==> config.mk <==
export PLATFORM = sky130hd
export DESIGN_NAME = uart_fifo_core
export DESIGN_NICKNAME = d
export VERILOG_FILES = /design/src/rtl/uart_pkg.sv /design/src/rtl/uart_sync_fifo.sv /design/src/rtl/uart_fifo_core.sv
export SDC_FILE = /design/constraint.sdc
export NUM_CORES = 1
export LEC_CHECK = 0
export ABC_AREA = 1
export CORE_ASPECT_RATIO = 0.5
export CORE_MARGIN = 4
export CORE_UTILIZATION = 45
export DETAILED_ROUTE_END_ITERATION = 12
export SLEW_MARGIN = 30
export SYNTH_ARGS = -nofsm -noshare
export SYNTH_HDL_FRONTEND = slang
export SYNTH_HIERARCHICAL = 1
export SYNTH_SLANG_ARGS = --single-unit
==> constraint.sdc <==
create_clock -name clk -period 3.14 [get_ports clk]
set_clock_uncertainty 0.15 [all_clocks]
set_input_delay 0.314 -clock clk [delete_from_list [all_inputs] [get_ports clk]]
set_output_delay 0.314 -clock clk [all_outputs]
set_load 0.02 [all_outputs]
==> src/rtl/uart_pkg.sv <==
// Shared types, oversampling constants and parity helpers for the configurable UART.
package uart_pkg;
    localparam int OVERSAMPLE = 16;
    localparam int MID_SAMPLE = 8;

    typedef enum logic [1:0] {PAR_NONE = 2'b00, PAR_EVEN = 2'b01, PAR_ODD = 2'b10} parity_e;
    typedef enum logic [2:0] {TX_IDLE, TX_START, TX_DATA, TX_PARITY, TX_STOP} tx_state_e;
    typedef enum logic [2:0] {RX_IDLE, RX_START, RX_DATA, RX_PARITY, RX_STOP} rx_state_e;

    // The reserved cfg code 2'b11 behaves as no parity.
    function automatic parity_e decode_parity(input logic [1:0] cfg);
        case (cfg)
            2'b01:   return PAR_EVEN;
            2'b10:   return PAR_ODD;
            default: return PAR_NONE;
        endcase
    endfunction

    // Callers zero-extend narrow characters so the unused bits do not disturb the XOR.
    function automatic logic calc_parity(input logic [7:0] data, input parity_e mode);
        return (mode == PAR_ODD) ? ~(^data) : ^data;
    endfunction
endpackage

==> src/rtl/uart_sync_fifo.sv <==
// Synchronous FIFO with a combinational head; the owner qualifies push so it never overflows.
module uart_sync_fifo #(
    parameter int WIDTH = 8,
    parameter int DEPTH = 16
) (
    input  logic                   clk,
    input  logic                   rst,
    input  logic                   push,
    input  logic [WIDTH-1:0]       wdata,
    input  logic                   pop,
    output logic [WIDTH-1:0]       rdata,
    output logic                   full,
    output logic                   empty,
    output logic [$clog2(DEPTH):0] level
);
    localparam int AW = $clog2(DEPTH);

    logic [WIDTH-1:0] mem [DEPTH];
    logic [AW:0]      wr_ptr, rd_ptr;

    assign level = wr_ptr - rd_ptr;
    assign full  = (level == (AW+1)'(DEPTH));
    assign empty = (wr_ptr == rd_ptr);
    assign rdata = mem[rd_ptr[AW-1:0]];

    always_ff @(posedge clk or posedge rst) begin
        if (rst) begin
            wr_ptr <= '0;
            rd_ptr <= '0;
        end else begin
            if (push)
                wr_ptr <= wr_ptr + 1'b1;
            if (pop && !empty)
                rd_ptr <= rd_ptr + 1'b1;
        end
    end

    always_ff @(posedge clk) begin
        if (push)
            mem[wr_ptr[AW-1:0]] <= wdata;
    end
endmodule

==> src/rtl/uart_fifo_core.sv <==
// Full-duplex UART: runtime baud/parity/stop, 16x oversampled RX, FIFO-buffered both ways.
module uart_fifo_core
    import uart_pkg::*;
#(
    parameter int DATA_W   = 8,
    parameter int TX_DEPTH = 16,
    parameter int RX_DEPTH = 16
) (
    input  logic                      clk,
    input  logic                      rst,
    input  logic [15:0]               cfg_baud,
    input  logic [1:0]                cfg_parity,
    input  logic                      cfg_stop2,
    input  logic                      tx_valid,
    input  logic [DATA_W-1:0]         tx_data,
    output logic                      tx_ready,
    output logic                      rx_valid,
    output logic [DATA_W-1:0]         rx_data,
    output logic                      rx_frame_err,
    output logic                      rx_parity_err,
    input  logic                      rx_ready,
    output logic                      rx_overrun,
    output logic                      tx_busy,
    output logic                      rx_busy,
    output logic [$clog2(TX_DEPTH):0] tx_level,
    output logic [$clog2(RX_DEPTH):0] rx_level,
    input  logic                      rx,
    output logic                      tx
);
    localparam int BW = $clog2(DATA_W);
    localparam logic [BW-1:0] LAST_BIT = BW'(DATA_W - 1);

    // Tick generator: free-running, cfg_baud of 0 behaves as 1.
    logic [15:0] baud_cnt, baud_max;
    logic        tick;

    assign baud_max = (cfg_baud == 16'd0) ? 16'd0 : cfg_baud - 16'd1;
    assign tick     = (baud_cnt >= baud_max);

    always_ff @(posedge clk or posedge rst) begin
        if (rst) baud_cnt <= '0;
        else     baud_cnt <= tick ? '0 : baud_cnt + 16'd1;
    end

    // TX path
    logic [DATA_W-1:0] tx_head, tx_shreg;
    logic              tx_full, tx_empty, tx_pop, tx_bit_end;
    logic              tx_par_en, tx_par_bit, tx_stop2;
    logic [4:0]        tx_tcnt;
    logic [BW-1:0]     tx_bit;
    tx_state_e         tx_state;

    assign tx_ready   = !tx_full;
    assign tx_busy    = (tx_state != TX_IDLE);
    assign tx_bit_end = tick && (tx_tcnt == ((tx_state == TX_STOP && tx_stop2) ?
                                 5'(2*OVERSAMPLE-1) : 5'(OVERSAMPLE-1)));
    assign tx_pop     = tick && !tx_empty &&
                        (tx_state == TX_IDLE || (tx_state == TX_STOP && tx_bit_end));

    uart_sync_fifo #(.WIDTH(DATA_W), .DEPTH(TX_DEPTH)) u_tx_fifo (
        .clk(clk), .rst(rst), .push(tx_valid && tx_ready), .wdata(tx_data),
        .pop(tx_pop), .rdata(tx_head), .full(tx_full), .empty(tx_empty), .level(tx_level)
    );

    always_ff @(posedge clk or posedge rst) begin
        if (rst) begin
            tx_state   <= TX_IDLE;
            tx         <= 1'b1;
            tx_tcnt    <= '0;
            tx_bit     <= '0;
            tx_shreg   <= '0;
            tx_par_en  <= 1'b0;
            tx_par_bit <= 1'b0;
            tx_stop2   <= 1'b0;
        end else begin
            if (tick && tx_state != TX_IDLE)
                tx_tcnt <= tx_bit_end ? '0 : tx_tcnt + 5'd1;
            // Configuration is captured per frame at the pop.
            if (tx_pop) begin
                tx_state   <= TX_START;
                tx         <= 1'b0;
                tx_tcnt    <= '0;
                tx_shreg   <= tx_head;
                tx_par_en  <= (decode_parity(cfg_parity) != PAR_NONE);
                tx_par_bit <= calc_parity(8'(tx_head), decode_parity(cfg_parity));
                tx_stop2   <= cfg_stop2;
            end else if (tx_bit_end) begin
                case (tx_state)
                    TX_START: begin
                        tx_state <= TX_DATA;
                        tx       <= tx_shreg[0];
                        tx_bit   <= '0;
                    end
                    TX_DATA: begin
                        if (tx_bit == LAST_BIT) begin
                            tx_state <= tx_par_en ? TX_PARITY : TX_STOP;
                            tx       <= tx_par_en ? tx_par_bit : 1'b1;
                        end else begin
                            tx_bit   <= tx_bit + 1'b1;
                            tx_shreg <= tx_shreg >> 1;
                            tx       <= tx_shreg[1];
                        end
                    end
                    TX_PARITY: begin
                        tx_state <= TX_STOP;
                        tx       <= 1'b1;
                    end
                    default: tx_state <= TX_IDLE;
                endcase
            end
        end
    end

    // RX path: two sync flops plus one history flop for edge detection.
    logic [2:0]          rx_sync;
    logic                rx_s, rx_fall, rx_sample, rx_push, rx_pop, rx_full, rx_empty;
    logic                rx_par_err;
    logic [3:0]          rx_tcnt;
    logic [BW-1:0]       rx_bit;
    logic [DATA_W-1:0]   rx_shreg;
    logic [DATA_W+1:0]   rx_head;
    parity_e             rx_par_mode;
    rx_state_e           rx_state;

    assign rx_s      = rx_sync[1];
    assign rx_fall   = rx_sync[2] && !rx_sync[1];
    assign rx_sample = tick && (rx_tcnt == ((rx_state == RX_START) ?
                                4'(MID_SAMPLE-1) : 4'(OVERSAMPLE-1)));
    assign rx_push   = (rx_state == RX_STOP) && rx_sample;
    assign rx_valid  = !rx_empty;
    assign rx_pop    = rx_valid && rx_ready;
    assign rx_busy   = (rx_state != RX_IDLE);
    assign {rx_parity_err, rx_frame_err, rx_data} = rx_head;

    // A pop in the same cycle frees the slot, so a full FIFO still accepts.
    uart_sync_fifo #(.WIDTH(DATA_W+2), .DEPTH(RX_DEPTH)) u_rx_fifo (
        .clk(clk), .rst(rst), .push(rx_push && (!rx_full || rx_pop)),
        .wdata({rx_par_err, ~rx_s, rx_shreg}), .pop(rx_pop), .rdata(rx_head),
        .full(rx_full), .empty(rx_empty), .level(rx_level)
    );

    always_ff @(posedge clk or posedge rst) begin
        if (rst) begin
            rx_sync     <= '1;
            rx_state    <= RX_IDLE;
            rx_tcnt     <= '0;
            rx_bit      <= '0;
            rx_shreg    <= '0;
            rx_par_mode <= PAR_NONE;
            rx_par_err  <= 1'b0;
            rx_overrun  <= 1'b0;
        end else begin
            rx_sync    <= {rx_sync[1:0], rx};
            rx_overrun <= rx_push && rx_full && !rx_pop;
            if (tick && rx_state != RX_IDLE)
                rx_tcnt <= rx_sample ? '0 : rx_tcnt + 4'd1;
            case (rx_state)
                RX_IDLE: if (rx_fall) begin
                    rx_state    <= RX_START;
                    rx_tcnt     <= '0;
                    rx_bit      <= '0;
                    rx_par_err  <= 1'b0;
                    rx_par_mode <= decode_parity(cfg_parity);
                end
                RX_START: if (rx_sample) rx_state <= rx_s ? RX_IDLE : RX_DATA;
                RX_DATA: if (rx_sample) begin
                    rx_shreg <= {rx_s, rx_shreg[DATA_W-1:1]};
                    if (rx_bit == LAST_BIT)
                        rx_state <= (rx_par_mode != PAR_NONE) ? RX_PARITY : RX_STOP;
                    else
                        rx_bit <= rx_bit + 1'b1;
                end
                RX_PARITY: if (rx_sample) begin
                    rx_par_err <= (rx_s != calc_parity(8'(rx_shreg), rx_par_mode));
                    rx_state   <= RX_STOP;
                end
                RX_STOP: if (rx_sample) rx_state <= RX_IDLE;
                default: rx_state <= RX_IDLE;
            endcase
        end
    end
endmodule

==> results by group <==
Synth
  • Cell area after synthesis: 0.0183 mm²
  • Async SR Flop Fraction: 22.6%
  • Synth top area share: 47.2%
  • Most used DFF post-synth: edfxtp_1
  • Syn Nets: 2,087
  • Register bit total from synthesis: 372
  • Yosys warning count: 6
  • EDFF count, synth: 288
  • Syn Inst Count: 2,008
  • Syn Area/Cell: 9.13 µm²
  • Yosys top cell by area: edfxtp_1
  • Top post-synthesis cells by area: edfxtp_1, nand2_1, dfrtp_1
  • Netlist cell types: 44
  • Sequential fraction of the synthesis area: 58.7%

STA
  • Achievable Freq: 0.333 GHz
  • Final Slew Violations: 0
  • Final Hold Fails: 0
  • Final setup fails: 0
  • Setup TNS: 0 ns
  • Worst-Margin Slew: 0.753 ns
  • Min Tclk post-route: 3.00 ns
  • Slew HR: 49.7%
  • Final setup margin: 0.141 ns
  • Final period utilization: 95.5%

Worst hold path
  • Worst hold start: rx
  • Hold WC Path Type: input pin to flop

Drt
  • # DRC: 0
  • DR iter-0 viols: 813
  • Post-DR wirelength/cell: 15.4 µm
  • Antenna-violating nets left: 0
  • Vias: 13,000
  • Final wirelength: 42,000 µm
  • Drt via density: 4.77
  • Iteration count of the initial detailed-routing pass: 5

CTS
  • Inserted Clock Buffers: 36
  • CTS tree: done
  • CTS Hold Bufs: 0
  • CTS root buf: clkbuf_16
  • Clk buf depth: 3
  • Clk slew on worst S/H paths: 0.06 ns
  • Worst-Skew Late Latency: 0.53 ns
  • Clock sink count: 372
  • H-tree levels: 2

Floorplanning
  • Core ar.: 0.0396 mm²
  • Num rows: 51
  • I/O Pins: 58
  • DIE HEIGHT: 151 µm
  • Die width: 293 µm
  • Die area: 0.0442 mm²
  • Initial Util: 46.3%

Placed design
  • DP Wirelength: 26,900 µm
  • Placed instance count: 2,638
  • Gpl congestion: 0.812
  • Port-buffer cells: 57
  • Pre-CTS setup slack: -0.697 ns

Power and ir drop
  • Maximum vdd drop: 0.566 mV
  • Lkg Pwr: 10.3 nW
  • Pwr Density: 667 mW/mm²

Global routing
  • First-pass GRT wire length: 67,200 µm
  • M3 GR Usage: 3.18%
  • GR met2 Demand/Resource: 33.5%
  • Grt ovf: 0
  • Initial antenna violation count: 0
  • Gr usage total: 19.3%
  • Largest net degree at the start of global routing: 68
  • Met1 usage: 25.8%
  • GRT Max-Usage Layer: met2
  • Vias in the first global route: 12,600

Critical path
  • Worst EP required: 3.28 ns
  • Worst Path Max Fanout: 10
  • Arrival @ worst endpoint: 3.14 ns
  • Setup CP Type: flop to flop
  • Reg-to-reg critical path startpoint: u_rx_fifo/rd_ptr[0]
  • Worst setup path startpoint: u_rx_fifo/rd_ptr[0]
  • CP Launch Type: flop
  • Critical Path Sink Type: flop

Layout
  • Area grow syn2layout: 20.0%
  • Non-filler instance count after layout: 2,726
  • Antenna Cells: 0
  • Post-layout net count: 2,247
  • Ratio of cells with drive above 1 in the final layout: 12.7%

Flow run
  • Max-cap viol count: 0

Outcome
  • Status: finished, final reports clean
==> cell families after synthesis <==
kind of cell	count (synthesis)	synth area share, %
AND/OR/NAND/NOR	1038	23.8
buffers and inverters	438	9.86
flip-flops	372	58.7
AO/OA/AOI/OAI	63	1.95
XOR/XNOR	50	2.39
adder cells (fa/ha/maj)	47	3.29
==> cells in the final DEF (no fill, tap or decap), types with 4 or more instances in the layout <==
master             n
clkdlybuf4s50_1   28
xor2_1            29
dfstp_2            4
o21ai_1            5
dlygate4sd2_1      4
nand3_1          240
inv_2             14
buf_12            17
or2_2              7
nor3_1             5
nor2_2            10
edfxtp_1         288
clkbuf_8           6
nand2_4            5
clkbuf_1           9
clkinv_1           8
buf_6              7
dfrtp_1           78
o21ai_0           24
nand4_1           15
nand2_1          644
ha_4               4
a21oi_1           20
ha_1              41
nor3_2             4
nand2_2            7
nor2_1            64
clkbuf_16         37
xnor2_1           20
nor2_4            24
dlymetal6s2s_1    21
buf_4             96
inv_1            360
==> flip-flops by register name, indices dropped and copies added (netlist names), 4 cells and up <==
name,cells
u_tx_fifo/mem,128
u_rx_fifo/wr_ptr,5
tx_shreg,8
u_tx_fifo/wr_ptr,5
u_rx_fifo/mem,160
baud_cnt,16
rx_shreg,8
rx_tcnt,4
u_tx_fifo/rd_ptr,5
u_rx_fifo/rd_ptr,5
tx_tcnt,5
==> repair_timing <==
item	in CTS	in global routing
pin swaps	16	25
setup buffers	9	8
resized for setup	19	57
endpoints found under the setup margin	132	208
cloned	5	0
==> layer usage <==
| metal | routed length (µm) | vias up |
|---|---|---|
| met3 | 1900 | 67 |
| li1 | - | 6672 |
| met4 | 849 | 0 |
| met5 | 0 | - |
| met2 | 20200 | 257 |
| met1 | 19100 | 6011 |
==> area by class of cell <==
class | count | area [µm²]
inverters | 377 | 1420
clock buffers | 52 | 1040
clock inverters | 14 | 101
flip-flops and latches | 372 | 10800
well taps | 530 | 663
fillers | 3507 | 17600
multi-input cells | 1200 | 6150
repair buffers | 181 | 1860
==> worst paths after layout <==
| kind | end | slack [ns] | cells after the start |
|---|---|---|---|
| setup / recovery | u_rx_fifo/mem[14][5] | 0.14 | 15 |
| max in group asynchronous | tx | 1.84 | 3 |
| hold / removal | rx_sync[0] | 0.04 | 1 |
| setup reg to reg | u_rx_fifo/mem[14][5] | 0.14 | 15 |
| hold reg to reg | rx_sync[1] | 0.21 | 0 |
| min in group asynchronous | u_tx_fifo/wr_ptr[2] | 0.26 | 2 |
==> power breakdown <==
part / leakage, nW / internal [W] / total (W) / switching [W]
Sequential: 3.92 / 0.00564 / 0.00588 / 0.000238
Combinational: 5.85 / 0.00174 / 0.00454 / 0.00280
Clock: 0.558 / 0.00240 / 0.00425 / 0.00184
Total: 10.3 / 0.00978 / 0.0147 / 0.00489
==> synthesized netlist by cell type (3+ instances only) <==
cell	number
a21oi_1	20
buf_2	36
buf_4	11
buf_6	10
clkbuf_1	3
dfrtp_1	80
dfstp_2	4
edfxtp_1	288
ha_1	45
inv_1	366
inv_2	8
nand2_1	651
nand2_2	4
nand2_4	3
nand3_1	243
nand4_1	15
nor2_1	89
nor2_2	5
nor3_1	10
o21ai_0	26
o21ai_1	5
or2_2	8
xnor2_1	21
xor2_1	29
==> critical path, stage by stage (launching register included) <==
cell and delay (ns):
dfrtp_2 0.45, ha_1 0.19, inv_1 0.08, fa_1 0.44, or2_2 0.30, nor2_1 0.10
nand3_1 0.09, nor2_2 0.12, o21ai_2 0.09, inv_1 0.10, nor2_4 0.04, buf_12 0.14
buf_4 0.15, nand2_8 0.10, nor2_4 0.06, buf_12 0.15
==> stage by stage <==
stage               total power (W)  util, %  area (µm²)  hold WS, ns
finish                       0.0147     55.6       22000       0.0351
global route                 0.0156     55.6       22000       0.0179
global placement             0.0103     51.5       20400        0.198
floorplan                   0.00889        -       18600      0.00418
CTS                          0.0148     55.0       21800      0.00483
detailed placement           0.0104     51.5       20400        0.198
Power figures use the tool's default switching activity.
